## src/rtl/kbd_serial_link_if.sv

```systemverilog
// kbd_serial_link_if
//   Bundles the VIA shift-register lines and the byte-level handshakes
//   between the serial link engine and the keyboard / ADB models.
//   master : the link engine (drives the bit clock, CB2 input data and the
//            Mac-to-peripheral byte strobes).
//   slave  : the surrounding VIA and peripheral models.
//   Signals:
//     cb2_o, cb2_t      VIA CB2 output value and its drive enable
//     kbdclk            bit clock toward VIA CB1
//     kbddata_o         serial data toward the VIA CB2 input
//     adb_listen        ADB transceiver asks for a VIA-to-ADB byte
//     kbd_in_data/_strobe, adb_dout/_strobe     bytes destined for the Mac
//     kbd_out_data/_strobe, adb_din/_strobe     bytes coming from the Mac
interface kbd_serial_link_if;
    logic       cb2_o;
    logic       cb2_t;
    logic       kbdclk;
    logic       kbddata_o;
    logic       adb_listen;
    logic [7:0] kbd_in_data;
    logic       kbd_in_strobe;
    logic [7:0] adb_dout;
    logic       adb_dout_strobe;
    logic [7:0] kbd_out_data;
    logic       kbd_out_strobe;
    logic [7:0] adb_din;
    logic       adb_din_strobe;

    modport master (
        input  cb2_o, cb2_t, adb_listen,
        input  kbd_in_data, kbd_in_strobe, adb_dout, adb_dout_strobe,
        output kbdclk, kbddata_o,
        output kbd_out_data, kbd_out_strobe, adb_din, adb_din_strobe
    );

    modport slave (
        output cb2_o, cb2_t, adb_listen,
        output kbd_in_data, kbd_in_strobe, adb_dout, adb_dout_strobe,
        input  kbdclk, kbddata_o,
        input  kbd_out_data, kbd_out_strobe, adb_din, adb_din_strobe
    );
endinterface

```

## src/rtl/kbd_serial_link.sv

```systemverilog
// kbd_serial_link
//   Serial link engine between the VIA shift register (CB1 clock, CB2 data)
//   and either the Mac Plus keyboard or the Mac SE ADB transceiver. It also
//   stretches the system reset into the CPU reset. The engine generates the
//   bit clock, shifts bytes in both directions (MSB first) and exchanges
//   whole bytes with the peripheral models through one-enable strobes.
//   Ports:
//     clk           16 MHz system clock
//     _systemReset  asynchronous active-low reset
//     clk8_en_p     8 MHz enable; every register advances only on it
//     machineType   0 = Mac Plus keyboard, 1 = Mac SE ADB
//     _cpuReset     active-low CPU reset (high once the counter hits zero)
//     via_busy      transmitting or receiving
//     link          VIA / peripheral bundle (master side)
module kbd_serial_link #(
    parameter logic [19:0] RESET_CYCLES = 20'hFFFFF
) (
    input  logic clk,
    input  logic _systemReset,
    input  logic clk8_en_p,
    input  logic machineType,
    output logic _cpuReset,
    output logic via_busy,
    kbd_serial_link_if.master link
);

    // Half bit period minus one, in enables.
    localparam logic [10:0] HALF_PLUS = 11'd1300;
    localparam logic [10:0] HALF_SE   = 11'd80;

    logic [19:0] reset_cnt_r;

    logic        transmitting_r,   transmitting_nxt;
    logic        wait_rx_r,        wait_rx_nxt;
    logic        receiving_r,      receiving_nxt;
    logic        data_valid_r,     data_valid_nxt;
    logic [2:0]  bitcnt_r,         bitcnt_nxt;
    logic        listen_d_r,       listen_d_nxt;
    logic        kbd_out_strobe_r, kbd_out_strobe_nxt;
    logic        adb_din_strobe_r, adb_din_strobe_nxt;
    logic        kbdclk_r,         kbdclk_nxt;
    logic        kbdclk_d_r,       kbdclk_d_nxt;
    logic        kbddata_o_r,      kbddata_o_nxt;
    logic [10:0] cnt_r,            cnt_nxt;
    logic [7:0]  to_mac_r,         to_mac_nxt;
    logic [7:0]  kbd_out_data_r,   kbd_out_data_nxt;
    logic [7:0]  adb_din_r,        adb_din_nxt;

    logic        srst_s;
    logic        kbddat_i_s;
    logic        clk_active_s;
    logic        rise_s;
    logic        idle_s;
    logic [10:0] half_s;

    // The CPU reset doubles as the synchronous clear of the whole link.
    assign srst_s       = (reset_cnt_r == 20'd0) ? 1'b0 : 1'b1;
    // An undriven CB2 line floats high.
    assign kbddat_i_s   = ~link.cb2_t | link.cb2_o;
    assign clk_active_s = (transmitting_r & ~wait_rx_r) | receiving_r;
    assign rise_s       = ~kbdclk_d_r & kbdclk_r;
    assign idle_s       = ~transmitting_r & ~receiving_r;
    assign half_s       = machineType ? HALF_SE : HALF_PLUS;

    // CPU reset stretch counter: reloads asynchronously, counts enables down to zero.
    always_ff @(posedge clk or negedge _systemReset) begin
        if (!_systemReset) begin
            reset_cnt_r <= RESET_CYCLES;
        end else if (clk8_en_p && (reset_cnt_r != 20'd0)) begin
            reset_cnt_r <= reset_cnt_r - 20'd1;
        end else begin
            reset_cnt_r <= reset_cnt_r;
        end
    end

    // Link state register, advanced on each enable.
    always_ff @(posedge clk or negedge _systemReset) begin
        if (!_systemReset) begin
            transmitting_r   <= 1'b0;
            wait_rx_r        <= 1'b0;
            receiving_r      <= 1'b0;
            data_valid_r     <= 1'b0;
            bitcnt_r         <= 3'd0;
            listen_d_r       <= 1'b0;
            kbd_out_strobe_r <= 1'b0;
            adb_din_strobe_r <= 1'b0;
            kbdclk_r         <= 1'b1;
            kbdclk_d_r       <= 1'b1;
            kbddata_o_r      <= 1'b1;
            cnt_r            <= 11'd0;
            to_mac_r         <= 8'd0;
            kbd_out_data_r   <= 8'd0;
            adb_din_r        <= 8'd0;
        end else if (clk8_en_p) begin
            transmitting_r   <= transmitting_nxt;
            wait_rx_r        <= wait_rx_nxt;
            receiving_r      <= receiving_nxt;
            data_valid_r     <= data_valid_nxt;
            bitcnt_r         <= bitcnt_nxt;
            listen_d_r       <= listen_d_nxt;
            kbd_out_strobe_r <= kbd_out_strobe_nxt;
            adb_din_strobe_r <= adb_din_strobe_nxt;
            kbdclk_r         <= kbdclk_nxt;
            kbdclk_d_r       <= kbdclk_d_nxt;
            kbddata_o_r      <= kbddata_o_nxt;
            cnt_r            <= cnt_nxt;
            to_mac_r         <= to_mac_nxt;
            kbd_out_data_r   <= kbd_out_data_nxt;
            adb_din_r        <= adb_din_nxt;
        end else begin
            transmitting_r   <= transmitting_r;
            wait_rx_r        <= wait_rx_r;
            receiving_r      <= receiving_r;
            data_valid_r     <= data_valid_r;
            bitcnt_r         <= bitcnt_r;
            listen_d_r       <= listen_d_r;
            kbd_out_strobe_r <= kbd_out_strobe_r;
            adb_din_strobe_r <= adb_din_strobe_r;
            kbdclk_r         <= kbdclk_r;
            kbdclk_d_r       <= kbdclk_d_r;
            kbddata_o_r      <= kbddata_o_r;
            cnt_r            <= cnt_r;
            to_mac_r         <= to_mac_r;
            kbd_out_data_r   <= kbd_out_data_r;
            adb_din_r        <= adb_din_r;
        end
    end

    // Next-state logic. Statement order sets priority on coincident events:
    // strobe load, then start, then wait-to-receive, then end-of-byte.
    always_comb begin
        transmitting_nxt   = transmitting_r;
        wait_rx_nxt        = wait_rx_r;
        receiving_nxt      = receiving_r;
        data_valid_nxt     = data_valid_r;
        bitcnt_nxt         = bitcnt_r;
        listen_d_nxt       = listen_d_r;
        kbd_out_strobe_nxt = 1'b0;
        adb_din_strobe_nxt = 1'b0;
        kbdclk_nxt         = kbdclk_r;
        kbdclk_d_nxt       = kbdclk_r;
        kbddata_o_nxt      = kbddata_o_r;
        cnt_nxt            = cnt_r;
        to_mac_nxt         = to_mac_r;
        kbd_out_data_nxt   = kbd_out_data_r;
        adb_din_nxt        = adb_din_r;

        if (srst_s) begin
            transmitting_nxt = 1'b0;
            wait_rx_nxt      = 1'b0;
            receiving_nxt    = 1'b0;
            data_valid_nxt   = 1'b0;
            bitcnt_nxt       = 3'd0;
            listen_d_nxt     = 1'b0;
            kbdclk_nxt       = 1'b1;
            kbddata_o_nxt    = 1'b1;
            cnt_nxt          = 11'd0;
        end else begin
            // Bit clock: a half period is HALF+1 enables, parked high when idle.
            if (clk_active_s) begin
                if (cnt_r == half_s) begin
                    cnt_nxt    = 11'd0;
                    kbdclk_nxt = ~kbdclk_r;
                    if (kbdclk_r) begin
                        // Falling edge: sample the VIA bit, present the next Mac bit.
                        if (transmitting_r) begin
                            kbd_out_data_nxt = {kbd_out_data_r[6:0], kbddat_i_s};
                        end else begin
                            kbd_out_data_nxt = kbd_out_data_r;
                        end
                        if (receiving_r) begin
                            // ~bitcnt == 7 - bitcnt, so bit 7 goes out first.
                            kbddata_o_nxt = to_mac_r[~bitcnt_r];
                        end else begin
                            kbddata_o_nxt = kbddata_o_r;
                        end
                    end else begin
                        kbddata_o_nxt = kbddata_o_r;
                    end
                end else begin
                    cnt_nxt = cnt_r + 11'd1;
                end
            end else begin
                cnt_nxt    = 11'd0;
                kbdclk_nxt = 1'b1;
            end

            if (!machineType) begin
                if (link.kbd_in_strobe) begin
                    to_mac_nxt     = link.kbd_in_data;
                    data_valid_nxt = 1'b1;
                end else begin
                    to_mac_nxt = to_mac_r;
                end
                // The VIA pulling CB2 low starts a Mac-to-keyboard byte.
                if (idle_s && !kbddat_i_s) begin
                    transmitting_nxt = 1'b1;
                    bitcnt_nxt       = 3'd0;
                end else begin
                    bitcnt_nxt = bitcnt_r;
                end
                // Keyboard answer goes out once CB2 is released and a byte is ready.
                if (wait_rx_r && kbddat_i_s && data_valid_r) begin
                    receiving_nxt    = 1'b1;
                    transmitting_nxt = 1'b0;
                    wait_rx_nxt      = 1'b0;
                end else begin
                    wait_rx_nxt = wait_rx_r;
                end
            end else begin
                if (link.adb_dout_strobe) begin
                    to_mac_nxt    = link.adb_dout;
                    receiving_nxt = 1'b1;
                end else begin
                    to_mac_nxt = to_mac_r;
                end
                if (idle_s) begin
                    listen_d_nxt = link.adb_listen;
                    if (link.adb_listen && !listen_d_r) begin
                        transmitting_nxt = 1'b1;
                        bitcnt_nxt       = 3'd0;
                    end else begin
                        bitcnt_nxt = bitcnt_r;
                    end
                end else begin
                    listen_d_nxt = listen_d_r;
                end
            end

            // End of byte on the eighth rising edge.
            if (rise_s) begin
                bitcnt_nxt = bitcnt_r + 3'd1;
                if (bitcnt_r == 3'd7) begin
                    if (transmitting_r) begin
                        if (!machineType) begin
                            kbd_out_strobe_nxt = 1'b1;
                            wait_rx_nxt        = 1'b1;
                        end else begin
                            adb_din_nxt        = kbd_out_data_r;
                            adb_din_strobe_nxt = 1'b1;
                            transmitting_nxt   = 1'b0;
                        end
                    end else begin
                        adb_din_nxt = adb_din_r;
                    end
                    if (receiving_r) begin
                        receiving_nxt  = 1'b0;
                        data_valid_nxt = 1'b0;
                    end else begin
                        data_valid_nxt = data_valid_nxt;
                    end
                end else begin
                    adb_din_nxt = adb_din_r;
                end
            end else begin
                adb_din_nxt = adb_din_r;
            end
        end
    end

    // Outputs: all driven straight from registers.
    always_comb begin
        _cpuReset           = ~srst_s;
        via_busy            = transmitting_r | receiving_r;
        link.kbdclk         = kbdclk_r;
        link.kbddata_o      = kbddata_o_r;
        link.kbd_out_data   = kbd_out_data_r;
        link.kbd_out_strobe = kbd_out_strobe_r;
        link.adb_din        = adb_din_r;
        link.adb_din_strobe = adb_din_strobe_r;
    end

endmodule

```

## src/flat_wrapper.sv

```systemverilog
// flat-port wrapper written by rule: the top's interface ports become plain ports
module kbd_serial_link_flat 
#(
    parameter logic [19:0] RESET_CYCLES = 20'hFFFFF
)
  (clk, _systemReset, clk8_en_p, machineType, _cpuReset, via_busy, link_cb2_o, link_cb2_t, link_adb_listen, link_kbd_in_data, link_kbd_in_strobe, link_adb_dout, link_adb_dout_strobe, link_kbdclk, link_kbddata_o, link_kbd_out_data, link_kbd_out_strobe, link_adb_din, link_adb_din_strobe);
  kbd_serial_link_if link_i ();
  input  logic clk;
  input  logic _systemReset;
  input  logic clk8_en_p;
  input  logic machineType;
  output logic _cpuReset;
  output logic via_busy;
  input wire logic [$bits(link_i.cb2_o)-1:0] link_cb2_o;
  input wire logic [$bits(link_i.cb2_t)-1:0] link_cb2_t;
  input wire logic [$bits(link_i.adb_listen)-1:0] link_adb_listen;
  input wire logic [$bits(link_i.kbd_in_data)-1:0] link_kbd_in_data;
  input wire logic [$bits(link_i.kbd_in_strobe)-1:0] link_kbd_in_strobe;
  input wire logic [$bits(link_i.adb_dout)-1:0] link_adb_dout;
  input wire logic [$bits(link_i.adb_dout_strobe)-1:0] link_adb_dout_strobe;
  output wire logic [$bits(link_i.kbdclk)-1:0] link_kbdclk;
  output wire logic [$bits(link_i.kbddata_o)-1:0] link_kbddata_o;
  output wire logic [$bits(link_i.kbd_out_data)-1:0] link_kbd_out_data;
  output wire logic [$bits(link_i.kbd_out_strobe)-1:0] link_kbd_out_strobe;
  output wire logic [$bits(link_i.adb_din)-1:0] link_adb_din;
  output wire logic [$bits(link_i.adb_din_strobe)-1:0] link_adb_din_strobe;
  assign link_i.cb2_o = link_cb2_o;
  assign link_i.cb2_t = link_cb2_t;
  assign link_i.adb_listen = link_adb_listen;
  assign link_i.kbd_in_data = link_kbd_in_data;
  assign link_i.kbd_in_strobe = link_kbd_in_strobe;
  assign link_i.adb_dout = link_adb_dout;
  assign link_i.adb_dout_strobe = link_adb_dout_strobe;
  assign link_kbdclk = link_i.kbdclk;
  assign link_kbddata_o = link_i.kbddata_o;
  assign link_kbd_out_data = link_i.kbd_out_data;
  assign link_kbd_out_strobe = link_i.kbd_out_strobe;
  assign link_adb_din = link_i.adb_din;
  assign link_adb_din_strobe = link_i.adb_din_strobe;
  kbd_serial_link #(.RESET_CYCLES(RESET_CYCLES)) u_core (.clk(clk), ._systemReset(_systemReset), .clk8_en_p(clk8_en_p), .machineType(machineType), ._cpuReset(_cpuReset), .via_busy(via_busy), .link(link_i));
endmodule
```

## config.mk

```make
export PLATFORM = sky130hd
export DESIGN_NAME = kbd_serial_link_flat
export DESIGN_NICKNAME = d
export VERILOG_FILES = /design/src/rtl/kbd_serial_link_if.sv /design/src/rtl/kbd_serial_link.sv /design/src/flat_wrapper.sv
export SDC_FILE = /design/constraint.sdc
export NUM_CORES = 1
export LEC_CHECK = 0
export BUFFER_PORTS_ARGS = -buffer_cell sky130_fd_sc_hd__buf_2
export CORE_MARGIN = 8
export CORE_UTILIZATION = 52
export CTS_CLUSTER_DIAMETER = 150
export CTS_CLUSTER_SIZE = 24
export DETAILED_ROUTE_END_ITERATION = 12
export PLACE_DENSITY = 0.76
export SYNTH_ARGS = -nofsm -noshare
export SYNTH_HDL_FRONTEND = slang
export SYNTH_SLANG_ARGS = --single-unit
```

## constraint.sdc

```tcl
create_clock -name clk -period 2.3 [get_ports clk]
set_clock_uncertainty 0.15 [all_clocks]
set_input_delay 0.23 -clock clk [delete_from_list [all_inputs] [get_ports clk]]
set_output_delay 0.23 -clock clk [all_outputs]
set_load 0.005 [all_outputs]
```

==> impl_results.md, run 1 <==
* Number of warnings issued by yosys at 0
* Number of nets with antenna violations after routing at 0
* H-tree depth at 3
* Last element of the critical path: _cpuReset
* CTS clock-pin slew for the worst setup and hold paths at 0.07 ns
* Fraction of final layout cells sized beyond drive strength 1 at 38.5%
* Cell types with the largest area share after synthesis: sky130_fd_sc_hd__dfrtp_1 31%, sky130_fd_sc_hd__dfstp_2 17%, sky130_fd_sc_hd__mux2_1 5.0%
* Synthesized area divided by synthesized cell count at 11.5 µm²
* Gr usage total at 16.1%
* Number of synthesized register bits at 68
* Post-DR vias/cell at 5.62
* Number of buffers created by CTS at 9
* EDFF count, synth at 0
* Reg-to-reg startpoint: u_core.reset_cnt_r[4]
* Gate power share at 16.1%
* Critical path data required time at 1.92 ns
* Actual transition at the worst max-transition pin at 0.473 ns
* Worst reg2reg path endpoint: u_core.reset_cnt_r[16]
* Global-route wire length before repair at 12800 µm
* Synthesized area at 3610 µm²
* Via count of the first global-routing pass at 2713
* Shortest clock period the worst path allows after layout at 2.20 ns
* Hold Path Class: in2reg
* Final Non-Filler Cells at 462
* Clock root cell: sky130_fd_sc_hd__clkbuf_8
* RSZ-0062 raised after global routing: false
* Critical path launch point: u_core.reset_cnt_r[0]
* Register area share after synthesis at 48.0%
* Cell count after synthesis at 314
* Psw at 0.000858 W
* Number of setup buffers added after CTS at 0
* Remaining DRCs at 0
* Max Slew Vio Count at 0
* Standard-cell rows at 30
* Post-detail-place hpwl at 5420 µm
* Antenna cells at 0
* Pre-antenna DRT Iters at 4
* WL final at 7490 µm
* Part of the total power dissipated in the clock network at 37.4%
* Area of the die at 9860 µm²
* Crit-path max FO at 3
* Max-cap check violation count at 0
* IR Drop Worst-Case VDD at 0.413 mV
* Starting utilization of the core area at 53.4%
* Worst setup slack for register-to-register paths at 0.14 ns
* Port-buffer cells at 46
* Count of placed standard cells including taps at 444
* Total vias in the final route at 2597
* Synth top cells by count: 45 x sky130_fd_sc_hd__dfrtp_1, 24 x sky130_fd_sc_hd__o21ai_0, 23 x sky130_fd_sc_hd__dfstp_2
* Endpoint type of the worst setup path: output port
* Largest net degree at the start of global routing at 69
* Chip Height at 99.3 µm
* Antenna violations before repair at 0
* Die span in x at 99.3 µm
* TritonCTS clock tree: yes
* Internal power component at 0.00230 W
* Leakage power of the design at 2.13 nW
* Post-route worst hold slack at 0.0441 ns
* Fraction of power consumed by sequential logic at 46.5%
* Max Clock Freq at 0.454 GHz
* Switching Fraction at 27.2%
* TritonCTS sink count at 68
* Final worst path period share at 95.8%
* Final layout net count at 408
* Latest clock arrival within the worst-skew pair at 0.35 ns
* Critical Setup Path Class: reg2out
* Cell taking the most area after synthesis: sky130_fd_sc_hd__dfrtp_1
* Final setup fails at 0
* Slew Limit Headroom at 68.1%
* Maximum number of buffers from clock root to sink at 2
* I/O pins at 47
* Layout area overhead at 18.9%
* Kind of start point of the critical path: register
* Most frequent cell after synthesis: sky130_fd_sc_hd__dfrtp_1
* Power per cell area at 735 nW/µm²
* Arrival time of the worst setup path at 1.82 ns
* Run status: complete, no violations
* Most used flip-flop cell after synthesis: sky130_fd_sc_hd__dfrtp_1
* Number of different library cells in the post-synthesis netlist at 59
* Core Region at 6760 µm²
* Async S/R FF share, synth at 100%
* DR iter-0 viols at 94
* Final hold vios at 0
* Total congestion overflow after global routing at 0
* Cell depth of the worst flop-to-flop path at 5
* Final GP Congestion at 0.806
* Post-synthesis net count at 345
* Area share of the largest cell type after synthesis at 31.2%
* Detail-routed net length per standard cell at 16.2 µm
## timing repair
action                                 in CTS  in global routing
gates resized for setup                     2                  2
hold buffers                                2                  0
endpoints found under the hold margin      46                  0
setup endpoints to repair                   4                 12
## power groups by stage
stage | logic [W] | registers, W | clock network (W)
global placement | 0.000483 | 0.00148 | 0
detailed placement | 0.000502 | 0.00149 | 0
finish | 0.000507 | 0.00147 | 0.00118
global route | 0.000585 | 0.00149 | 0.00125
CTS | 0.000513 | 0.00147 | 0.00120
floorplan | 0.000375 | 0.00144 | 0
## critical path, stage by stage (launching register included)
cell and delay (ns):
sky130_fd_sc_hd__dfstp_2 0.38, sky130_fd_sc_hd__inv_1 0.08, sky130_fd_sc_hd__ha_1 0.16, sky130_fd_sc_hd__nor3b_4 0.25, sky130_fd_sc_hd__buf_4 0.17, sky130_fd_sc_hd__nand3_1 0.07
sky130_fd_sc_hd__nor3_2 0.21, sky130_fd_sc_hd__buf_2 0.17
## through the flow
stage / power (W) / instance area (µm²) / worst slack [ns] / setup TNS (ns) / utilization (%)
after floorplan: 0.00181 / 3610 / 0.153 / 0 / -
after global placement: 0.00196 / 4010 / 0.115 / 0 / 59.3
after detailed placement: 0.00199 / 4010 / -0.00290 / -0.00290 / 59.3
after CTS: 0.00318 / 4280 / 0.0186 / 0 / 63.4
after global routing: 0.00332 / 4290 / 0.00275 / 0 / 63.5
final: 0.00315 / 4290 / 0.0974 / 0 / 63.5
## layout by cell type (no fill, tap or decap), types with 3 or more instances in the layout
cell type                   Yosys  layout
sky130_fd_sc_hd__buf_4          2      13
sky130_fd_sc_hd__mux2_1        16      16
sky130_fd_sc_hd__mux2_4         8       8
sky130_fd_sc_hd__bufinv_16      0       3
sky130_fd_sc_hd__nor4_4         3       3
sky130_fd_sc_hd__nand4_1        5       5
sky130_fd_sc_hd__dfrtp_1       45      45
sky130_fd_sc_hd__nor4_1         6       6
sky130_fd_sc_hd__ha_1           6       6
sky130_fd_sc_hd__a21oi_1        3       3
sky130_fd_sc_hd__nor4_2         5       5
sky130_fd_sc_hd__nor2_1        19      19
sky130_fd_sc_hd__clkbuf_8       0       9
sky130_fd_sc_hd__and3_1         7       6
sky130_fd_sc_hd__nor3_2         3       4
sky130_fd_sc_hd__inv_1         17      17
sky130_fd_sc_hd__nand2_1       17      17
sky130_fd_sc_hd__buf_2          2      46
sky130_fd_sc_hd__nand3_1       13      13
sky130_fd_sc_hd__nor2b_1        5       5
sky130_fd_sc_hd__o21ai_0       24      24
sky130_fd_sc_hd__xnor2_1        6       6
sky130_fd_sc_hd__mux2_2        10      10
sky130_fd_sc_hd__xor2_1        17      17
sky130_fd_sc_hd__dfstp_2       23      23
## area by class of cell
cell class / instances / area, µm²
well taps: 80 / 100
inverters: 17 / 63.8
multi-input cells: 219 / 1790
flip-flops and latches: 68 / 1730
clock buffers: 10 / 128
repair buffers: 62 / 368
clock inverters: 6 / 113
fillers: 538 / 2470
## worst min-delay path by stage
stage	slack, ns	startpoint	cells after the start	to
6_report	0.04	link_kbd_in_strobe	3	u_core.data_valid_r
3_5_place_dp	0.13	_systemReset	2	u_core.cnt_r[2]
4_1_cts	0.04	link_kbd_in_strobe	3	u_core.data_valid_r
3_3_place_gp	0.13	_systemReset	2	u_core.cnt_r[2]
2_1_floorplan	-0.22	_systemReset	0	u_core.bitcnt_r[0]
5_1_grt	0.06	link_adb_listen	3	u_core.listen_d_r
## cells by family (layout without fill, tap and decap cells)
group / after synthesis / in the layout / synth area share [%]
fa+ha+maj: 6 / 6 / 2.08
compound gates: 42 / 42 / 7.25
flops: 68 / 68 / 48.0
mux: 37 / 37 / 13.0
xor+xnor: 23 / 23 / 5.58
buf+inv: 27 / 95 / 3.09
simple gates: 111 / 111 / 21.1
## registers in the layout, summed over array words and instances, names as in the netlist, 3 cells and up
| register | flops |
|---|---|
| u_core.reset_cnt_r | 20 |
| u_core.to_mac_r | 8 |
| u_core.bitcnt_r | 3 |
| u_core.link.kbd_out_data | 8 |
| u_core.link.adb_din | 8 |
| u_core.cnt_r | 11 |
## layer usage
metal / vias up / GRT usage [%] / wire length, µm
met5: - / 0 / 0
met4: 0 / 7.33 / 157
met3: 16 / 3.42 / 243
met2: 49 / 26.7 / 3810
met1: 1284 / 19.7 / 3280
li1: 1248 / - / -
Power figures use the tool's default switching activity.
==> run 2, diff against run 1 <==
--- a/config.mk
+++ b/config.mk
@@ -12,6 +12,8 @@
 export CTS_CLUSTER_SIZE = 24
 export DETAILED_ROUTE_END_ITERATION = 12
 export PLACE_DENSITY = 0.76
+export REMOVE_ABC_BUFFERS = 1
+export SKIP_LAST_GASP = 1
 export SYNTH_ARGS = -nofsm -noshare
 export SYNTH_HDL_FRONTEND = slang
 export SYNTH_SLANG_ARGS = --single-unit
==> impl_results.md, run 2 (synthesis gave the netlist of run 1 again) <==
* Post-detail-place hpwl at 5200 µm
* I/O pins at 47
* Startpoint of the tightest hold check path: link_adb_listen
* Critical path launch point: u_core.reset_cnt_r[4]
* Critical path data required time at 1.92 ns
* Layout area overhead at 17.6%
* H-tree depth at 3
* IR Drop Worst-Case VDD at 0.524 mV
* Fraction of final layout cells sized beyond drive strength 1 at 38.7%
* Antenna cells at 0
* Slowest stage cell on the critical path: sky130_fd_sc_hd__dfstp_2
* Largest net degree at the start of global routing at 69
* Antenna violations before repair at 0
* Chip Height at 99.3 µm
* Commonest non-fill, non-tap cell in the layout: sky130_fd_sc_hd__buf_2
* Final hold vios at 0
* Sequential cell area at 1730 µm²
* Number of inserted filler cells in the final layout at 523
* Post-Route Utilization at 62.8%
* Max Clock Freq at 0.457 GHz
* Global-route wire length before repair at 12400 µm
* Largest stage delay on the critical path at 0.41 ns
* Starting utilization of the core area at 53.4%
* Max Slew Vio Count at 0
* Via count of the first global-routing pass at 2629
* Most frequent cells in the layout: 46 x sky130_fd_sc_hd__buf_2, 45 x sky130_fd_sc_hd__dfrtp_1, 24 x sky130_fd_sc_hd__o21ai_0
* Area of the die at 9860 µm²
* Registers with the most flip-flops: u_core.reset_cnt_r: 20 flops, u_core.cnt_r: 11 flops
* Worst setup slack for register-to-register paths at 0.15 ns
* Post-DR vias/cell at 5.57
* Hold Path Class: in2reg
* WL final at 7330 µm
* DR iter-0 viols at 110
* TritonCTS sink count at 68
* CP Cell Sequence: nor4_4, buf_4, nand2_1, nor3_4, buf_2
* Total vias in the final route at 2572
* Kind of start point of the critical path: register
* Number of buffers created by CTS at 9
* Gr usage total at 15.5%
* Slew Limit Headroom at 68.0%
* Global-route met2 utilization at 26.0%
* Reg-to-reg startpoint: u_core.reset_cnt_r[0]
* Die span in x at 99.3 µm
* Area of the multi-input gates at 1800 µm²
* Final worst path period share at 95.2%
* RSZ-0062 raised after global routing: true
* Number of nets with antenna violations after routing at 0
* Remaining DRCs at 0
* Pre-antenna DRT Iters at 4
* Endpoint type of the worst setup path: output port
* Clock root cell: sky130_fd_sc_hd__clkbuf_8
* Total congestion overflow after global routing at 0
* Critical Setup Path Class: reg2out
* Placed inst area at 4010 µm²
* Core Region at 6760 µm²
* Standard-cell rows at 30
* Final layout net count at 408
* Run status: complete, no violations
* Max-cap check violation count at 0
* Final GP Congestion at 0.814
* Power per cell area at 671 nW/µm²
* Met3 routing resource usage after global routing at 4.82%
* Crit-path max FO at 6
* Arrival time of the worst setup path at 1.81 ns
* Port-buffer cells at 46
* Met1 Resource Use GR at 18.5%
* TritonCTS clock tree: yes
* Final setup fails at 0
* Largest register FFs at 20
* Actual transition at the worst max-transition pin at 0.476 ns
* Gr busiest metal: met2
* Shortest clock period the worst path allows after layout at 2.19 ns
* Final Non-Filler Cells at 462
* CTS clock-pin slew for the worst setup and hold paths at 0.07 ns
* Number of setup buffers added after CTS at 0
* Maximum number of buffers from clock root to sink at 2
* Most flops, register: u_core.reset_cnt_r
* Post-route cell area at 4240 µm²
* Latest clock arrival within the worst-skew pair at 0.34 ns
* Count of placed standard cells including taps at 444
* Leakage power of the design at 2.11 nW
* Detail-routed net length per standard cell at 15.9 µm
[run 2: cell count changes in the layout (fill, tap and decap cells not counted), sizes merged]
cell      change
bufinv        -3
clkinvlp      +1
clkinv        +2
[run 2: repair_timing]
item / in CTS / in global routing
hold buffers: 2 / 0
resized for setup: 1 / 5
setup endpoints to repair: 1 / 13
hold endpoints to repair: 46 / 0
[run 2: worst paths after layout]
kind | endpoint | cells after the start
max | _cpuReset | 5
min | u_core.listen_d_r | 3
max reg2reg | u_core.to_mac_r[6] | 7
min reg2reg | u_core.link.adb_din[7] | 1
max in group asynchronous | u_core.link.kbdclk | 3
min in group asynchronous | u_core.link.kbd_out_data[5] | 3
[run 2: through the flow]
step | power, W | setup slack (ns) | setup TNS, ns | hold slack (ns)
floorplan | 0.00179 | 0.00551 | 0 | -0.216
global placement | 0.00197 | 0.100 | 0 | 0.129
detailed placement | 0.00199 | 0.0622 | 0 | 0.128
CTS | 0.00287 | 0.0178 | 0 | 0.0275
finish | 0.00285 | 0.111 | 0 | 0.0414
global route | 0.00302 | -0.0173 | -0.0173 | 0.0575
[run 2: routing by layer]
layer,routed length [µm],vias up
met1,3280,1263
met3,333,10
met4,72,0
met5,0,-
met2,3640,49
li1,-,1250
[run 2: worst max-delay path, delay by kind of cell, from the launching register on]
kind / cells / cell delay [ns]
simple gates: 3 / 0.71
flops: 1 / 0.41
buf+inv: 2 / 0.35
[run 2: where the power goes]
part           switching [W]  internal, W  leakage [nW]
combinational       0.000254     0.000255          1.21
sequential          0.000142      0.00133         0.813
clock               0.000450     0.000418        0.0920
total               0.000846      0.00200          2.11
[run 2: area by class of cell]
class / instances / area share [%]
Multi-Input combinational cell: 219 / 42.5
Inverter: 17 / 1.50
Clock inverter: 6 / 0.943
Sequential cell: 68 / 40.8
Tap cell: 80 / 2.36
Timing Repair Buffer: 62 / 8.67
Clock buffer: 10 / 3.24
==> run 3, diff against run 2 <==
--- a/config.mk
+++ b/config.mk
@@ -5,13 +5,13 @@
 export SDC_FILE = /design/constraint.sdc
 export NUM_CORES = 1
 export LEC_CHECK = 0
-export BUFFER_PORTS_ARGS = -buffer_cell sky130_fd_sc_hd__buf_2
 export CORE_MARGIN = 8
-export CORE_UTILIZATION = 52
+export CORE_UTILIZATION = 57
 export CTS_CLUSTER_DIAMETER = 150
 export CTS_CLUSTER_SIZE = 24
 export DETAILED_ROUTE_END_ITERATION = 12
-export PLACE_DENSITY = 0.76
+export DONT_BUFFER_PORTS = 1
+export PLACE_DENSITY = 0.75
 export REMOVE_ABC_BUFFERS = 1
 export SKIP_LAST_GASP = 1
 export SYNTH_ARGS = -nofsm -noshare
==> impl_results.md, run 3 (synthesis gave the netlist of run 1 again) <==
* Arrival time of the worst setup path at 2.28 ns
* Largest stage delay on the critical path at 0.41 ns
* Commonest non-fill, non-tap cell in the layout: sky130_fd_sc_hd__dfrtp_1
* Final layout net count at 379
* Max-cap check violation count at 0
* Placed inst area at 3750 µm²
* CP Buf/Inv Count at 2
* Leakage power of the design at 1.99 nW
* Gr usage total at 18.6%
* Standard-cell rows at 29
* Largest net degree at the start of global routing at 69
* Switching Fraction at 30.2%
* Final GP Congestion at 0.821
* Chip Height at 95.6 µm
* Post-route worst hold slack at 0.00783 ns
* Via count of the first global-routing pass at 2679
* Pre-antenna DRT Iters at 4
* Remaining DRCs at 0
* Number of nets with antenna violations after routing at 0
* TritonCTS sink count at 68
* Final setup fails at 0
* Antenna violations before repair at 0
* Layout area overhead at 16.6%
* Sequential cell area at 1730 µm²
* Shortest clock period the worst path allows after layout at 2.20 ns
* Max Slew Vio Count at 0
* Most flops, register: u_core.reset_cnt_r
* H-tree depth at 3
* Max Clock Freq at 0.454 GHz
* Die span in x at 95.6 µm
* Slowest stage cell on the critical path: sky130_fd_sc_hd__mux2_1
* Run status: complete, no violations
* Largest register FFs at 20
* Kind of start point of the critical path: register
* CTS clock-pin slew for the worst setup and hold paths at 0.08 ns
* Part of the total power dissipated in the clock network at 33.5%
* Gate power share at 17.3%
* Final worst path period share at 95.9%
* Clock root cell: sky130_fd_sc_hd__clkbuf_8
* Post-DR vias/cell at 5.84
* Hold Path Class: in2reg
* Psw at 0.000905 W
* Detail-routed net length per standard cell at 18.1 µm
* Total vias in the final route at 2510
* Registers with the most flip-flops: u_core.reset_cnt_r: 20 flops, u_core.cnt_r: 11 flops
* Core Region at 6240 µm²
* Antenna cells at 0
* Critical path data required time at 2.37 ns
* Fraction of power consumed by sequential logic at 49.3%
* Area of the multi-input gates at 1800 µm²
* Post-route cell area at 4210 µm²
* Crit-path max FO at 9
* Post-Route Utilization at 67.4%
* Starting utilization of the core area at 57.8%
* Latest clock arrival within the worst-skew pair at 0.35 ns
* Critical Setup Path Class: reg2reg
* Global-route wire length before repair at 13100 µm
* IR Drop Worst-Case VDD at 0.564 mV
* Maximum number of buffers from clock root to sink at 2
* DR iter-0 viols at 119
* WL final at 7780 µm
* Post-detail-place hpwl at 4920 µm
* Endpoint type of the worst setup path: register
* Total congestion overflow after global routing at 0
* Number of setup buffers added after CTS at 0
* Final hold vios at 0
* I/O pins at 47
* Internal power component at 0.00209 W
* Number of buffers created by CTS at 9
* Family with the most delay on the worst path: simple AND/OR/NAND/NOR gates
* Number of inserted filler cells in the final layout at 457
* CP Cell Sequence: inv_1, ha_1, nor3b_4, nand4_4, nor2_8, buf_4, nand3_4, mux2_1
* Most frequent cells in the layout: 45 x sky130_fd_sc_hd__dfrtp_1, 24 x sky130_fd_sc_hd__o21ai_0, 23 x sky130_fd_sc_hd__dfstp_2
* Actual transition at the worst max-transition pin at 1.04 ns
* TritonCTS clock tree: yes
* Slew Limit Headroom at 30.7%
* Power per cell area at 712 nW/µm²
* Area of the die at 9130 µm²
* Fraction of final layout cells sized beyond drive strength 1 at 28.9%
* Port-buffer cells at 0
[run 3: power groups by stage]
stage / Sequential, W / Combinational [W] / Clock, W
after floorplan: 0.00144 / 0.000348 / 0
after global placement: 0.00148 / 0.000413 / 0
after detailed placement: 0.00149 / 0.000434 / 0
after CTS: 0.00147 / 0.000506 / 0.00102
after global routing: 0.00150 / 0.000589 / 0.00106
final: 0.00147 / 0.000517 / 0.00100
[run 3: timing repair]
item | 4_1_cts | 5_1_grt
endpoints found under the setup margin | 1 | 23
hold endpoints to repair | 96 | 0
hold buffers | 21 | 0
resized for setup | 1 | 6
[run 3: path summary, 6_finish.rpt]
check | start | endpoint | slack [ns] | cells after the start
worst min register to register | u_core.to_mac_r[1] | u_core.to_mac_r[1] | 0.34 | 1
worst max-delay path | u_core.reset_cnt_r[0] | u_core.link.adb_din[5] | 0.1 | 8
max in group asynchronous | _systemReset | u_core.reset_cnt_r[3] | 1.40 | 2
worst max register to register | u_core.reset_cnt_r[0] | u_core.link.adb_din[5] | 0.1 | 8
min in group asynchronous | _systemReset | u_core.cnt_r[9] | 0.27 | 2
worst min-delay path | machineType | u_core.receiving_r | 0.008 | 2
[run 3: layer usage]
layer / track usage, % / vias to the layer above / routed length (µm)
met5: 0 / - / 0
li1: - / 1195 / -
met3: 4.80 / 14 / 412
met4: 8.58 / 0 / 146
met1: 22.0 / 1231 / 3330
met2: 30.8 / 70 / 3890
[run 3: worst reg2reg max path, cell delays in order (launching register included)]
cell                      delay, ns
sky130_fd_sc_hd__dfstp_2       0.38
sky130_fd_sc_hd__inv_1         0.08
sky130_fd_sc_hd__ha_1          0.15
sky130_fd_sc_hd__nor3b_4       0.23
sky130_fd_sc_hd__nand4_4       0.21
sky130_fd_sc_hd__nor2_8        0.16
sky130_fd_sc_hd__buf_4         0.16
sky130_fd_sc_hd__nand3_4       0.15
sky130_fd_sc_hd__mux2_1        0.41
[run 3: area by class of cell]
type	instances	area share, %
multi-input combinational	219	42.7
sequential	68	41.1
timing repair buffer	33	7.61
clock buffer	9	2.94
tap	77	2.29
clock inverter	7	1.78
inverter	17	1.52
[run 3: metrics by stage]
step           setup WS, ns   TNS, ns  total power, W  std cells
2_1_floorplan       0.00551         0         0.00179        304
3_3_place_gp         0.0960         0         0.00189        393
3_5_place_dp        0.00728         0         0.00192        393
4_1_cts             0.00224         0         0.00299        430
5_1_grt            -0.00190  -0.00269         0.00315        430
6_report             0.0950         0         0.00299        430
